<file path="src/rtl/ram_cmd_arb_pkg.sv">
// ram_cmd_arb_pkg: shared constants and helpers for the ram_cmd_arb slice
package ram_cmd_arb_pkg;
    localparam int MAX_PORTS = 16;
    localparam int STAT_WIDTH = 32;
    function automatic int idx_width(input int n);
        return (n > 1) ? $clog2(n) : 1;
    endfunction
endpackage

</file>
<file path="src/rtl/ram_cmd_arb_tag_fifo.sv">
// ram_cmd_arb_tag_fifo: synchronous FIFO of port indices for outstanding read beats
module ram_cmd_arb_tag_fifo #(
    parameter int DEPTH = 32,
    parameter int W = 2
) (
    input  logic                         clk,
    input  logic                         rst,
    input  logic                         push,
    input  logic [W-1:0]                 din,
    input  logic                         pop,
    output logic [W-1:0]                 dout,
    output logic                         full,
    output logic                         empty,
    output logic [$clog2(DEPTH+1)-1:0]   level
);
    localparam int AW = (DEPTH > 1) ? $clog2(DEPTH) : 1;
    localparam int LW = $clog2(DEPTH + 1);
    logic [W-1:0] mem [DEPTH];
    logic [AW-1:0] wp, rp;
    logic do_push, do_pop;
    assign full = level == LW'(DEPTH);
    assign empty = level == '0;
    assign do_push = push & ~full;
    assign do_pop = pop & ~empty;
    assign dout = mem[rp];
    // storage array, no reset needed since level gates every read
    always_ff @(posedge clk)
        if (do_push) mem[wp] <= din;
    // pointers and occupancy
    always_ff @(posedge clk) begin
        if (rst) begin
            wp <= '0;
            rp <= '0;
            level <= '0;
        end else begin
            if (do_push) wp <= (wp == AW'(DEPTH - 1)) ? '0 : wp + AW'(1);
            if (do_pop) rp <= (rp == AW'(DEPTH - 1)) ? '0 : rp + AW'(1);
            level <= level + LW'(do_push) - LW'(do_pop);
        end
    end
endmodule

</file>
<file path="src/rtl/ram_cmd_arb.sv">
// ram_cmd_arb: round-robin N-port RAM command arbiter with burst lock and tagged read return (optional RAM_CMD_ARB_STATS_EN adds stat_beats)
module ram_cmd_arb
    import ram_cmd_arb_pkg::*;
#(
    parameter int PORTS = 4,
    parameter int DATA_WIDTH = 32,
    parameter int ADDR_WIDTH = 16,
    parameter int STRB_WIDTH = DATA_WIDTH / 8,
    parameter int ID_WIDTH = 8,
    parameter int INTERLEAVE = 0,
    parameter int MAX_BURST = 16,
    parameter int TAG_DEPTH = 32
) (
    input  logic                              clk,
    input  logic                              rst,
    input  logic [PORTS*ID_WIDTH-1:0]         s_cmd_id,
    input  logic [PORTS*ADDR_WIDTH-1:0]       s_cmd_addr,
    input  logic [PORTS*DATA_WIDTH-1:0]       s_cmd_wr_data,
    input  logic [PORTS*STRB_WIDTH-1:0]       s_cmd_wr_strb,
    input  logic [PORTS-1:0]                  s_cmd_wr_en,
    input  logic [PORTS-1:0]                  s_cmd_rd_en,
    input  logic [PORTS-1:0]                  s_cmd_last,
    output logic [PORTS-1:0]                  s_cmd_ready,
    output logic [PORTS*ID_WIDTH-1:0]         s_rd_resp_id,
    output logic [PORTS*DATA_WIDTH-1:0]       s_rd_resp_data,
    output logic [PORTS-1:0]                  s_rd_resp_last,
    output logic [PORTS-1:0]                  s_rd_resp_valid,
    input  logic [PORTS-1:0]                  s_rd_resp_ready,
    output logic [ID_WIDTH-1:0]               m_cmd_id,
    output logic [ADDR_WIDTH-1:0]             m_cmd_addr,
    output logic [DATA_WIDTH-1:0]             m_cmd_wr_data,
    output logic [STRB_WIDTH-1:0]             m_cmd_wr_strb,
    output logic                              m_cmd_last,
    output logic                              m_cmd_wr_en,
    output logic                              m_cmd_rd_en,
    input  logic                              m_cmd_ready,
    input  logic [ID_WIDTH-1:0]               m_rd_resp_id,
    input  logic [DATA_WIDTH-1:0]             m_rd_resp_data,
    input  logic                              m_rd_resp_last,
    input  logic                              m_rd_resp_valid,
    output logic                              m_rd_resp_ready,
    output logic [$clog2(TAG_DEPTH+1)-1:0]    tag_level,
`ifdef RAM_CMD_ARB_STATS_EN
    output logic [PORTS*STAT_WIDTH-1:0]       stat_beats,
`endif
    output logic                              resp_underflow
);
    localparam int IW = idx_width(PORTS);
    localparam int CW = (MAX_BURST > 1) ? $clog2(MAX_BURST + 1) : 1;
    if (PORTS < 2 || PORTS > MAX_PORTS) begin : g_bad_ports
        $error("ram_cmd_arb: PORTS out of range");
    end
    logic [PORTS-1:0] req, is_rd, elig;
    logic [IW-1:0] ptr, lock_port, gidx, gsel, head;
    logic lock, graw, gv, xfer, push, pop, full, empty, cap_hit, unlock;
    logic [CW-1:0] cnt;
    logic [CW:0] cnt_inc;
    assign req = s_cmd_wr_en | s_cmd_rd_en;
    assign is_rd = s_cmd_rd_en & ~s_cmd_wr_en;
    assign elig = req & ~(is_rd & {PORTS{full}});
    // pick the locked port, else the first eligible port at or after ptr
    always_comb begin
        graw = 1'b0;
        gidx = '0;
        if (lock) begin
            graw = elig[lock_port];
            gidx = lock_port;
        end else begin
            for (int k = PORTS - 1; k >= 0; k--) begin
                if (elig[(int'(ptr) + k) % PORTS]) begin
                    graw = 1'b1;
                    gidx = IW'((int'(ptr) + k) % PORTS);
                end
            end
        end
    end
    assign gv = graw & ~rst;
    assign xfer = gv & m_cmd_ready;
    assign gsel = gv ? gidx : '0;
    assign m_cmd_id = s_cmd_id[gsel*ID_WIDTH +: ID_WIDTH];
    assign m_cmd_addr = s_cmd_addr[gsel*ADDR_WIDTH +: ADDR_WIDTH];
    assign m_cmd_wr_data = s_cmd_wr_data[gsel*DATA_WIDTH +: DATA_WIDTH];
    assign m_cmd_wr_strb = s_cmd_wr_strb[gsel*STRB_WIDTH +: STRB_WIDTH];
    assign m_cmd_last = s_cmd_last[gsel];
    assign m_cmd_wr_en = gv & s_cmd_wr_en[gsel];
    assign m_cmd_rd_en = gv & ~s_cmd_wr_en[gsel];
    assign cnt_inc = {1'b0, cnt} + (CW + 1)'(1);
    assign cap_hit = (MAX_BURST != 0) && (cnt_inc == (CW + 1)'(MAX_BURST));
    assign unlock = m_cmd_last | cap_hit;
    // advance the pointer and manage the burst lock on each transferred beat
    always_ff @(posedge clk) begin
        if (rst) begin
            ptr <= '0;
            lock <= 1'b0;
            lock_port <= '0;
            cnt <= '0;
        end else if (xfer) begin
            ptr <= (gidx == IW'(PORTS - 1)) ? '0 : gidx + IW'(1);
            if (INTERLEAVE == 0 && !unlock) begin
                lock <= 1'b1;
                lock_port <= gidx;
                cnt <= cnt_inc[CW-1:0];
            end else begin
                lock <= 1'b0;
                cnt <= '0;
            end
        end
    end
    assign push = xfer & is_rd[gidx];
    assign pop = m_rd_resp_valid & m_rd_resp_ready;
    ram_cmd_arb_tag_fifo #(.DEPTH(TAG_DEPTH), .W(IW)) u_tags (
        .clk(clk),
        .rst(rst),
        .push(push),
        .din(gidx),
        .pop(pop),
        .dout(head),
        .full(full),
        .empty(empty),
        .level(tag_level)
    );
    assign m_rd_resp_ready = ~rst & ~empty & s_rd_resp_ready[head];
    assign s_rd_resp_id = {PORTS{m_rd_resp_id}};
    assign s_rd_resp_data = {PORTS{m_rd_resp_data}};
    assign s_rd_resp_last = {PORTS{m_rd_resp_last}};
    for (genvar i = 0; i < PORTS; i++) begin : g_port
        assign s_cmd_ready[i] = xfer && gidx == IW'(i);
        assign s_rd_resp_valid[i] = ~rst & m_rd_resp_valid & ~empty & (head == IW'(i));
    end
    // sticky flag for a response that has no outstanding tag
    always_ff @(posedge clk) begin
        if (rst) resp_underflow <= 1'b0;
        else if (m_rd_resp_valid && empty) resp_underflow <= 1'b1;
    end
`ifdef RAM_CMD_ARB_STATS_EN
    for (genvar i = 0; i < PORTS; i++) begin : g_stat
        logic [STAT_WIDTH-1:0] beats;
        // saturating count of beats transferred for this port
        always_ff @(posedge clk) begin
            if (rst) beats <= '0;
            else if (s_cmd_ready[i] && ~&beats) beats <= beats + STAT_WIDTH'(1);
        end
        assign stat_beats[i*STAT_WIDTH +: STAT_WIDTH] = beats;
    end
`endif
endmodule

</file>
<file path="config.mk">
export PLATFORM = sky130hd
export DESIGN_NAME = ram_cmd_arb
export DESIGN_NICKNAME = d
export VERILOG_FILES = /design/src/rtl/ram_cmd_arb_pkg.sv /design/src/rtl/ram_cmd_arb_tag_fifo.sv /design/src/rtl/ram_cmd_arb.sv
export SDC_FILE = /design/constraint.sdc
export NUM_CORES = 1
export LEC_CHECK = 0
export CORE_AREA = 5 5 207 209
export DETAILED_ROUTE_END_ITERATION = 16
export DIE_AREA = 0 0 212 214
export PLACE_DENSITY = 0.52
export REMOVE_ABC_BUFFERS = 1
export SLEW_MARGIN = 10
export SYNTH_ARGS = -nofsm -noshare
export SYNTH_HDL_FRONTEND = slang
export SYNTH_HIERARCHICAL = 1
export SYNTH_SLANG_ARGS = --single-unit
export TNS_END_PERCENT = 5
</file>
<file path="constraint.sdc">
create_clock -name clk -period 4.4 [get_ports clk]
set_clock_uncertainty 0.2 [all_clocks]
set_input_delay 0.88 -clock clk [delete_from_list [all_inputs] [get_ports clk]]
set_output_delay 0.88 -clock clk [all_outputs]
set_load 0.03 [all_outputs]
</file>
==> results of run 1 <==
[cell type report]
class,count,area [sq um]
Multi-Input combinational cell,483,3860
Sequential cell,96,2570
Tap cell,532,666
Clock inverter,6,116
Fill cell,4193,28600
Inverter,24,95.1
Antenna cell,6,15.0
Clock buffer,9,225
Timing Repair Buffer,444,4460
[per-stage QoR]
stage	instances	setup slack, ns	cell area [sq um]
2_1_floorplan	603	-3.21	6120
3_3_place_gp	1560	-0.552	11000
3_5_place_dp	1560	-0.524	11000
4_1_cts	1587	0.0128	11800
5_1_grt	1600	-0.0822	12000
6_report	1600	0.0260	12000
[power by group through the flow]
stage               Combinational [mW]  Clock, mW  Sequential [mW]
finish                            2.89      0.891             1.11
CTS                               2.84      0.919             1.11
floorplan                         1.23          0             1.17
global placement                  2.61          0             1.12
global route                      3.10      0.955             1.12
detailed placement                2.61          0             1.12
[cells by family after synthesis]
kind of cell,count (synthesis)
buffers and inverters,229
adder cells (fa/ha/maj),22
AO/OA/AOI/OAI,206
multiplexers,94
flip-flops,96
AND/OR/NAND/NOR,158
XOR/XNOR,3
[state kept, by name (all words and copies together), names as in the netlist, named ones only]
signal and count:
resp_underflow 1, lock 1, u_tags/level 6, ptr 2, lock_port 2, u_tags/wp 5, u_tags/mem 64, u_tags/rp 5
cnt 5
[per-layer routing]
metal / vias up / share of wire
met5: - / 0
li1: 3306 / -
met1: 3427 / 0.30
met2: 465 / 0.54
met4: 0 / 0.037
met3: 58 / 0.12
[layout by cell type, fill, tap and decap left out, types with 7 or more instances in the layout]
master	n
edfxtp_1	64
nand2_1	20
clkdlybuf4s50_1	260
buf_4	129
a21oi_1	69
nand3_1	8
inv_1	18
clkbuf_16	10
o22ai_1	58
buf_12	27
ha_1	19
a21oi_2	13
mux2i_2	8
o21ai_0	11
buf_6	10
mux2i_1	73
and3_1	8
nor2_1	52
dlygate4sd2_1	11
a22oi_1	14
nor2b_1	7
dfxtp_1	28
[critical path: stages]
cell	delay (ns)
dlygate4sd2_1	0.29
buf_4	0.16
a21oi_2	0.05
mux4_2	0.50
a21oi_4	0.21
and2_4	0.24
buf_12	0.16
buf_12	0.16
mux2i_1	0.23
a21oi_1	0.10
buf_4	0.17
buf_12	0.13
[how the worst max path moves through the flow]
stage / start / end / slack, ns / cells after the start
final: s_cmd_rd_en[2] / m_cmd_wr_strb[0] / 0.03 / 12
after detailed placement: s_cmd_rd_en[3] / m_cmd_wr_data[7] / -0.52 / 12
after CTS: u_tags/level[3] / m_cmd_wr_data[24] / 0.01 / 17
after global placement: s_cmd_rd_en[3] / m_cmd_wr_data[7] / -0.55 / 12
after global routing: u_tags/level[3] / m_cmd_wr_strb[0] / -0.08 / 15
after floorplan: u_tags/level[2] / m_cmd_addr[0] / -3.21 / 12
[what timing repair did]
| action | in CTS | in global routing |
|---|---|---|
| endpoints found under the setup margin | 65 | 56 |
| gates cloned | 2 | 1 |
| gates resized for setup | 84 | 33 |
| buffers inserted | 12 | 6 |
| endpoints found under the hold margin | 0 | 0 |
| pin swaps | 17 | 10 |
==> flow_metrics.env, run 1 <==
export IMPL_cts_root_buf="clkbuf_16"
export IMPL_synth_seq_cells=96
export IMPL_async_flop_share=0
export IMPL_end_kind="primary output"
export IMPL_ios=544
export IMPL_use_met1=0.141
export IMPL_powerDensity_nw_per_um2=408
export IMPL_synth_top_area_frac=0.255
export IMPL_synthFlopType="edfxtp_1"
export IMPL_place_congestion=0.847
export IMPL_grtUsageTotal=0.163
export IMPL_hold_end="resp_underflow"
export IMPL_r2r_cells=23
export IMPL_path_class="input port to primary output"
export IMPL_port_buffers=338
export IMPL_fin_nets=1381
export IMPL_first_global_vias=7769
export IMPL_wire_per_inst_um=24.5
export IMPL_synth_top_family_by_area="buffers and inverters"
export IMPL_drive_gt1_frac=0.258
export IMPL_clkTransAtPathRegs_ns=0.07
export IMPL_die_area_sq_um=45400
export IMPL_postLayoutCoreUtil=0.295
export IMPL_avgViaCountPerCell=4.54
export IMPL_seq_power_share=0.227
export IMPL_top_usage_layer="met2"
export IMPL_cts_sinks=96
export IMPL_grt_antenna_before_repair=8
export IMPL_grt_pass1_wl_um=54200
export IMPL_holdPathStages=2
export IMPL_post_route_min_period_ns=4.37
export IMPL_start_util=0.185
export IMPL_drc=0
export IMPL_syn_area_sq_um=7540
export IMPL_synth_edff_count=64
export IMPL_cp_start_kind="input port"
export IMPL_synth_xor_area_frac=0.00349
export IMPL_cts_made_buffers=9
export IMPL_synth_compound_area_share=0.170
export IMPL_synth_area_leaders="edfxtp_1, buf_4, mux2i_1"
export IMPL_hpwl_um=33000
export IMPL_hold_start="resp_underflow"
export IMPL_insertion_delay_ns=0.34
export IMPL_slew_headroom=0.696
export IMPL_r2r_end="u_tags/level[4]"
export IMPL_core_sq_um=40600
export IMPL_syn_inst=808
export IMPL_setup_tns_ns=0
export IMPL_holdCritPathClass="register to register"
export IMPL_swShare=0.382
export IMPL_tightest_slew_ns=0.443
export IMPL_fmax_ghz=0.229
export IMPL_yosys_area_share_simple=0.113
export IMPL_syn2layout_area_growth_pct=59.3
export IMPL_vias=7256
export IMPL_period_share=0.994
export IMPL_grt_max_degree=34
export IMPL_drv_cap=0
export IMPL_seq_area_frac_synth=0.340
export IMPL_rsz0062_at_grt="yes"
export IMPL_antenna_left=0
export IMPL_power_mw=4.90
export IMPL_worstPathMaxFanout=8
export IMPL_yosysMostFrequentCell="buf_4"
export IMPL_synth_warnings=6
export IMPL_cp_data_arrival_time_ns=3.29
export IMPL_cts_buffer_depth=2
export IMPL_power_internal_mw=3.02
export IMPL_firstDrtPassIters=5
export IMPL_grt_overflow_total=0
export IMPL_leakagePower_nw=4.33
export IMPL_synthTopCellsByCount="buf_4, mux2i_1, a21oi_1, edfxtp_1, o22ai_1"
export IMPL_ys_types=64
export IMPL_pwr_share_clk=0.182
export IMPL_syn_area_per_cell_sq_um=9.33
export IMPL_synth_largest_area_cell="edfxtp_1"
export IMPL_synth_fa_ha_area_frac=0.0375
export IMPL_ir_drop_mv=0.200
export IMPL_htreeDepth=3
export IMPL_cts_hold_buf=0
export IMPL_drt_iter0_markers=363
export IMPL_reg2reg_slack_ns=0.22
export IMPL_cp_required_ns=3.32
export IMPL_regToRegStartpoint="u_tags/level[2]"
export IMPL_met3_usage=0.0832
export IMPL_wl_um=39200
export IMPL_die_h_um=214
export IMPL_outcome="finished, final reports clean"
export IMPL_hold_viol=0
export IMPL_whs_ns=0.273
export IMPL_synthMuxAreaShare=0.135
export IMPL_std_cell_rows=74
export IMPL_cts_tree="built"
export IMPL_setup_viol=0
export IMPL_fp_dieW_um=212
export IMPL_pwr_share_comb=0.591
export IMPL_drv_slew=0
export IMPL_p_switching_mw=1.87
export IMPL_use_met2=0.312
Power figures use the tool's default switching activity.
==> inputs of run 2 (changes only) <==
- CORE_AREA: 5 5 207 209 -> 5 5 206 208
- DIE_AREA: 0 0 212 214 -> 0 0 211 213
- PLACE_DENSITY: 0.52 -> 0.53
- SYNTH_HIERARCHICAL: 1 -> unset
==> run 2 against run 1 <==
Against the previous run:
- cell count rose by 1.8%
- design area rose by 2.4%
- count of clock-buffer cells in the layout rose by 6
- synthesized cell count rose by 0.37%
- fmax rose by 1.4%
- critical path type unchanged
- largest cell class unchanged
==> flow_metrics.env, run 2 <==
export IMPL_wire_per_inst_um=24.3
export IMPL_hold_start="resp_underflow"
export IMPL_synthFlopType="edfxtp_1"
export IMPL_yosys_area_share_simple=0.117
export IMPL_met3_usage=0.109
export IMPL_avgViaCountPerCell=4.47
export IMPL_cts_hold_buf=0
export IMPL_whs_ns=0.275
export IMPL_ir_drop_mv=0.182
export IMPL_hold_end="resp_underflow"
export IMPL_final_cell_mix="clkdlybuf4s50_1, buf_4, a21oi_1, mux2i_1, edfxtp_1"
export IMPL_leakagePower_nw=4.45
export IMPL_crit_family="buffers and inverters"
export IMPL_largest_reg_flops=64
export IMPL_layout_setup_ws_ns=0.0867
export IMPL_top_regs="u_tags.mem: 64 flops, u_tags.level: 6 flops"
export IMPL_vias=7274
export IMPL_syn2layout_area_growth_pct=59.0
export IMPL_use_met1=0.176
export IMPL_holdPathStages=2
export IMPL_cts_buffer_depth=2
export IMPL_insertion_delay_ns=0.34
export IMPL_outcome="finished, final reports clean"
export IMPL_wl_um=39600
export IMPL_synth_top_family_by_area="buffers and inverters"
export IMPL_synthTopCellsByCount="buf_4, a21oi_1, mux2i_1, edfxtp_1, o22ai_1"
export IMPL_r2r_end="u_tags.level[4]"
export IMPL_max_stage_delay_ns=0.29
export IMPL_hold_viol=0
export IMPL_syn_area_sq_um=7730
export IMPL_synth_largest_area_cell="edfxtp_1"
export IMPL_synth_compound_area_share=0.169
export IMPL_setup_viol=0
export IMPL_firstDrtPassIters=4
export IMPL_syn_area_per_cell_sq_um=9.53
export IMPL_r2r_cells=17
export IMPL_crit_buf_inv=6
export IMPL_grtUsageTotal=0.167
export IMPL_tightest_slew_ns=0.622
export IMPL_holdCritPathClass="register to register"
export IMPL_place_congestion=0.875
export IMPL_yosysMostFrequentCell="buf_4"
export IMPL_drv_slew=0
export IMPL_die_h_um=213
export IMPL_crit_cells=12
export IMPL_cts_made_buffers=9
export IMPL_dp_cells=1586
export IMPL_grt_pass1_wl_um=54700
export IMPL_post_route_min_period_ns=4.31
export IMPL_fp_dieW_um=211
export IMPL_synth_xor_area_frac=0.00566
export IMPL_crit_chain="dlygate4sd2_1, buf_4, a211oi_1, a211o_1, and3_4, inv_6, a21oi_4, buf_12, bufbuf_16, o22ai_1, a21oi_1, buf_4"
export IMPL_start_util=0.192
export IMPL_synth_area_leaders="edfxtp_1, buf_4, mux2i_1"
export IMPL_die_area_sq_um=44900
export IMPL_fillers=4295
export IMPL_drc=0
export IMPL_seq_area_frac_synth=0.331
export IMPL_drv_cap=0
export IMPL_drt_iter0_markers=294
export IMPL_path_class="input port to primary output"
export IMPL_grt_antenna_before_repair=9
export IMPL_clkTransAtPathRegs_ns=0.06
export IMPL_htreeDepth=3
export IMPL_stdcell_count=1629
export IMPL_first_global_vias=7726
export IMPL_pre_cts_slack_ns=-0.363
export IMPL_end_kind="primary output"
export IMPL_use_met2=0.274
export IMPL_fmax_ghz=0.232
export IMPL_syn_inst=811
export IMPL_synth_seq_cells=96
export IMPL_reg2reg_slack_ns=0.44
export IMPL_grt_max_degree=44
export IMPL_cts_root_buf="clkbuf_16"
export IMPL_synthMuxAreaShare=0.139
export IMPL_final_common_cell="clkdlybuf4s50_1"
export IMPL_hpwl_um=32100
export IMPL_cts_sinks=96
export IMPL_cp_start_kind="input port"
export IMPL_ios=544
export IMPL_cp_required_ns=3.32
export IMPL_ys_types=72
export IMPL_drive_gt1_frac=0.270
export IMPL_synth_top_area_frac=0.249
export IMPL_cp_slowest_cell="dlygate4sd2_1"
export IMPL_powerDensity_nw_per_um2=353
export IMPL_port_buffers=338
export IMPL_grt_overflow_total=0
export IMPL_async_flop_share=0
export IMPL_cp_data_arrival_time_ns=3.23
export IMPL_cts_tree="built"
export IMPL_core_sq_um=40400
export IMPL_antenna_left=0
export IMPL_period_share=0.980
export IMPL_setup_tns_ns=0
export IMPL_top_register="u_tags.mem"
export IMPL_top_usage_layer="met2"
export IMPL_std_cell_rows=74
export IMPL_slew_headroom=0.574
export IMPL_worstPathMaxFanout=7
export IMPL_synth_edff_count=64
export IMPL_fin_nets=1404
export IMPL_synth_warnings=0
export IMPL_crit_top_cell="buf_4"
export IMPL_synth_fa_ha_area_frac=0.0317
-- run 2: cell count changes in the layout (fill, tap and decap cells not counted), sizes merged, moves of 7 or more --
cell,before,now
clkbuf,11,18
mux2i,87,65
mux4,6,15
buf,169,200
and3,9,16
a21oi,87,78
nand3,8,21
a22oi,14,3
-- run 2: area by class of cell --
class	count	area [sq um]	area share
clock buffer	15	310	0.0252
timing repair buffer	468	4800	0.391
sequential	96	2570	0.209
tap	532	666	0.0542
inverter	29	116	0.00947
antenna	8	20.0	0.00163
clock inverter	1	5.00	0.000407
multi-input combinational	480	3800	0.309
-- run 2: worst max path at each step --
stage | startpoint | to | slack (ns)
2_1_floorplan | u_tags.level[2] | m_cmd_wr_data[29] | -1.89
3_3_place_gp | s_cmd_wr_en[0] | m_cmd_wr_data[12] | -0.40
3_5_place_dp | s_cmd_wr_en[0] | m_cmd_wr_data[12] | -0.36
4_1_cts | s_cmd_wr_en[1] | m_cmd_wr_data[27] | 0.009
5_1_grt | s_cmd_rd_en[0] | m_cmd_addr[4] | -0.04
6_report | s_cmd_rd_en[0] | m_cmd_addr[4] | 0.09
-- run 2: cell families after synthesis --
kind of cell,after synthesis
xor gates and xnor gates,5
DFF,96
and+or+nand+nor,164
buffers and inverters,236
muxes,87
AOI/OAI and AO/OA,204
adders and majority gates,19
-- run 2: metal layers --
metal  part of all wire  vias up
li1                   -     3377
met1               0.36     3421
met2               0.47      433
met3               0.14       36
met4              0.023        7
met5             0.0057        -
-- run 2: per-stage QoR --
step | power, mW | utilization | area, sq um
after floorplan | 2.11 | - | 6250
after global placement | 3.35 | 0.284 | 11500
after detailed placement | 3.35 | 0.284 | 11500
after CTS | 4.34 | 0.301 | 12200
after global routing | 4.58 | 0.304 | 12300
final | 4.34 | 0.304 | 12300
-- run 2: worst register-to-register path, stage by stage, from the launching register on --
cell,delay (ns)
dfxtp_1,0.35
buf_12,0.17
mux4_2,0.53
mux4_2,0.48
and2_1,0.18
nor2_1,0.13
a21oi_1,0.09
o21ai_2,0.20
inv_1,0.06
ha_1,0.27
inv_1,0.04
ha_1,0.20
fa_1,0.39
a21oi_1,0.17
nor2_1,0.06
nor2_1,0.11
xor2_1,0.16
nor2_1,0.06
-- run 2: repair_timing --
| action | 4_1_cts | 5_1_grt |
|---|---|---|
| hold endpoints to repair | 0 | 0 |
| pin swaps | 14 | 11 |
| resized for setup | 45 | 20 |
| endpoints found under the setup margin | 63 | 58 |
| setup buffers | 9 | 6 |
| cloned | 4 | 0 |
-- run 2: report_power, final --
part           switching [mW]  total [mW]  internal (mW)
clock                   0.319       0.802          0.483
sequential             0.0381        1.08           1.04
combinational            1.22        2.46           1.24
total                    1.58        4.34           2.76
==> inputs of run 3 (changes only) <==
- CORE_AREA: 5 5 206 208 -> 3 3 210 212
- CTS_CLUSTER_DIAMETER: unset -> 80
- DIE_AREA: 0 0 211 213 -> 0 0 213 215
- PLACE_DENSITY: 0.53 -> 0.51
==> run 3 against run 2 <==
Against the previous run:
- critical path type unchanged
- fmax increased by 0.61%
- clock power decreased by 5.0%
- die area up 1.9%
- count of clock-buffer cells in the layout down 6
- design area fell by 3.8%
- core utilization is 2.4 points lower
- flip-flop and latch count unchanged
==> flow_metrics.env, run 3 (synthesis results as in run 2) <==
export IMPL_place_congestion=0.867
export IMPL_cts_buffer_depth=2
export IMPL_cp_start_kind="input port"
export IMPL_pwr_share_clk=0.186
export IMPL_cp_data_arrival_time_ns=3.21
export IMPL_cts_sinks=96
export IMPL_start_util=0.183
export IMPL_tightest_slew_ns=0.548
export IMPL_die_area_sq_um=45800
export IMPL_crit_top_cell="buf_4"
export IMPL_largest_reg_flops=64
export IMPL_setup_viol=0
export IMPL_vias=7311
export IMPL_cts_root_buf="clkbuf_16"
export IMPL_outcome="finished, final reports clean"
export IMPL_drv_slew=0
export IMPL_fp_dieW_um=213
export IMPL_stdcell_count=1607
export IMPL_p_switching_mw=1.58
export IMPL_leakagePower_nw=4.23
export IMPL_postLayoutCoreUtil=0.281
export IMPL_cp_slowest_cell="o22ai_1"
export IMPL_insertion_delay_ns=0.35
export IMPL_worstPathMaxFanout=11
export IMPL_final_common_cell="clkdlybuf4s50_1"
export IMPL_port_buffers=338
export IMPL_cts_tree="built"
export IMPL_grt_max_degree=46
export IMPL_seq_power_share=0.262
export IMPL_antenna_left=0
export IMPL_cp_required_ns=3.32
export IMPL_grtUsageTotal=0.169
export IMPL_firstDrtPassIters=4
export IMPL_core_sq_um=42100
export IMPL_post_route_min_period_ns=4.29
export IMPL_max_stage_delay_ns=0.36
export IMPL_ir_drop_mv=0.160
export IMPL_htreeDepth=3
export IMPL_path_class="input port to primary output"
export IMPL_holdCritPathClass="register to register"
export IMPL_grt_antenna_before_repair=15
export IMPL_powerDensity_nw_per_um2=347
export IMPL_top_register="u_tags.mem"
export IMPL_cts_made_buffers=9
export IMPL_cts_hold_buf=0
export IMPL_grt_pass1_wl_um=55500
export IMPL_first_global_vias=7618
export IMPL_ios=544
export IMPL_drc=0
export IMPL_std_cell_rows=75
export IMPL_r2r_cells=17
export IMPL_fmax_ghz=0.233
export IMPL_avgViaCountPerCell=4.55
export IMPL_layout_setup_ws_ns=0.113
export IMPL_clkTransAtPathRegs_ns=0.08
export IMPL_crit_chain="dlygate4sd2_1, buf_4, nor2b_1, o32ai_2, a22o_1, buf_4, nand3_4, clkbuf_16, o22ai_1, a21oi_1, buf_4"
export IMPL_drv_cap=0
export IMPL_end_kind="primary output"
export IMPL_setup_tns_ns=0
export IMPL_power_internal_mw=2.53
export IMPL_grt_overflow_total=0
export IMPL_swShare=0.384
export IMPL_die_h_um=215
export IMPL_syn2layout_area_growth_pct=52.9
export IMPL_period_share=0.974
export IMPL_drive_gt1_frac=0.240
export IMPL_crit_family="buffers and inverters"
export IMPL_final_cell_mix="clkdlybuf4s50_1, buf_4, a21oi_1, mux2i_1, edfxtp_1"
export IMPL_crit_buf_inv=5
export IMPL_dp_cells=1576
export IMPL_hpwl_um=33900
export IMPL_fin_nets=1374
export IMPL_hold_viol=0
export IMPL_crit_cells=11
export IMPL_drt_iter0_markers=330
export IMPL_pwr_share_comb=0.552
export IMPL_wl_um=40800
export IMPL_holdPathStages=2
export IMPL_top_regs="u_tags.mem: 64 flops, u_tags.level: 6 flops"
export IMPL_slew_headroom=0.625
export IMPL_wire_per_inst_um=25.4
export IMPL_pre_cts_slack_ns=-0.396
-- run 3: what timing repair did --
action / CTS / global route
setup endpoints to repair: 61 / 55
gates resized for setup: 22 / 23
cloned: 1 / 2
pin swaps: 6 / 7
setup buffers: 3 / 1
-- run 3: final timing paths --
path	start	endpoint	slack, ns
worst min-delay path	resp_underflow	resp_underflow	0.27
worst max register to register	register	u_tags.level[4]	0.39
worst min register to register	resp_underflow	resp_underflow	0.27
worst max-delay path	s_cmd_wr_en[0]	m_cmd_wr_data[6]	0.11
-- run 3: final cells by class --
class / count / area [sq um]
Clock buffer: 9 / 225
Antenna cell: 9 / 22.5
Clock inverter: 7 / 71.3
Sequential cell: 96 / 2560
Timing Repair Buffer: 439 / 4420
Multi-Input combinational cell: 479 / 3730
Fill cell: 4435 / 30300
Tap cell: 539 / 674
Inverter: 29 / 114
-- run 3: layer usage --
metal | share of wire | vias to the layer above | GRT usage
li1 | - | 3326 | -
met1 | 0.31 | 3452 | 0.153
met2 | 0.53 | 471 | 0.316
met3 | 0.12 | 60 | 0.0836
met4 | 0.040 | 2 | 0.0648
met5 | 0.0019 | - | 0.0205
-- run 3: worst reg2reg max path: stages, from the launching register on --
cell     delay [ns]
dfxtp_1        0.38
buf_12         0.15
mux4_2         0.51
mux4_2         0.50
and2_1         0.18
nor2_1         0.13
a21oi_1        0.09
o21ai_2        0.20
inv_1          0.10
ha_1           0.27
inv_1          0.04
ha_1           0.20
fa_1           0.39
a21oi_1        0.16
nor2_1         0.05
nor2_1         0.13
xor2_1         0.17
nor2_1         0.05
-- run 3: power by group through the flow --
stage               Combinational [mW]  Sequential, mW  Clock, mW
detailed placement                2.18            1.09          0
finish                            2.27            1.07      0.762
CTS                               2.26            1.07      0.787
global placement                  2.18            1.09          0
floorplan                        0.963            1.14          0
global route                      2.42            1.08      0.829
-- run 3: per-stage QoR --
stage	instance area [sq um]	hold slack, ns	power [mW]
2_1_floorplan	6250	0.258	2.11
3_3_place_gp	11300	0.261	3.27
3_5_place_dp	11300	0.260	3.27
4_1_cts	11700	0.274	4.12
5_1_grt	11800	0.309	4.33
6_report	11800	0.269	4.10
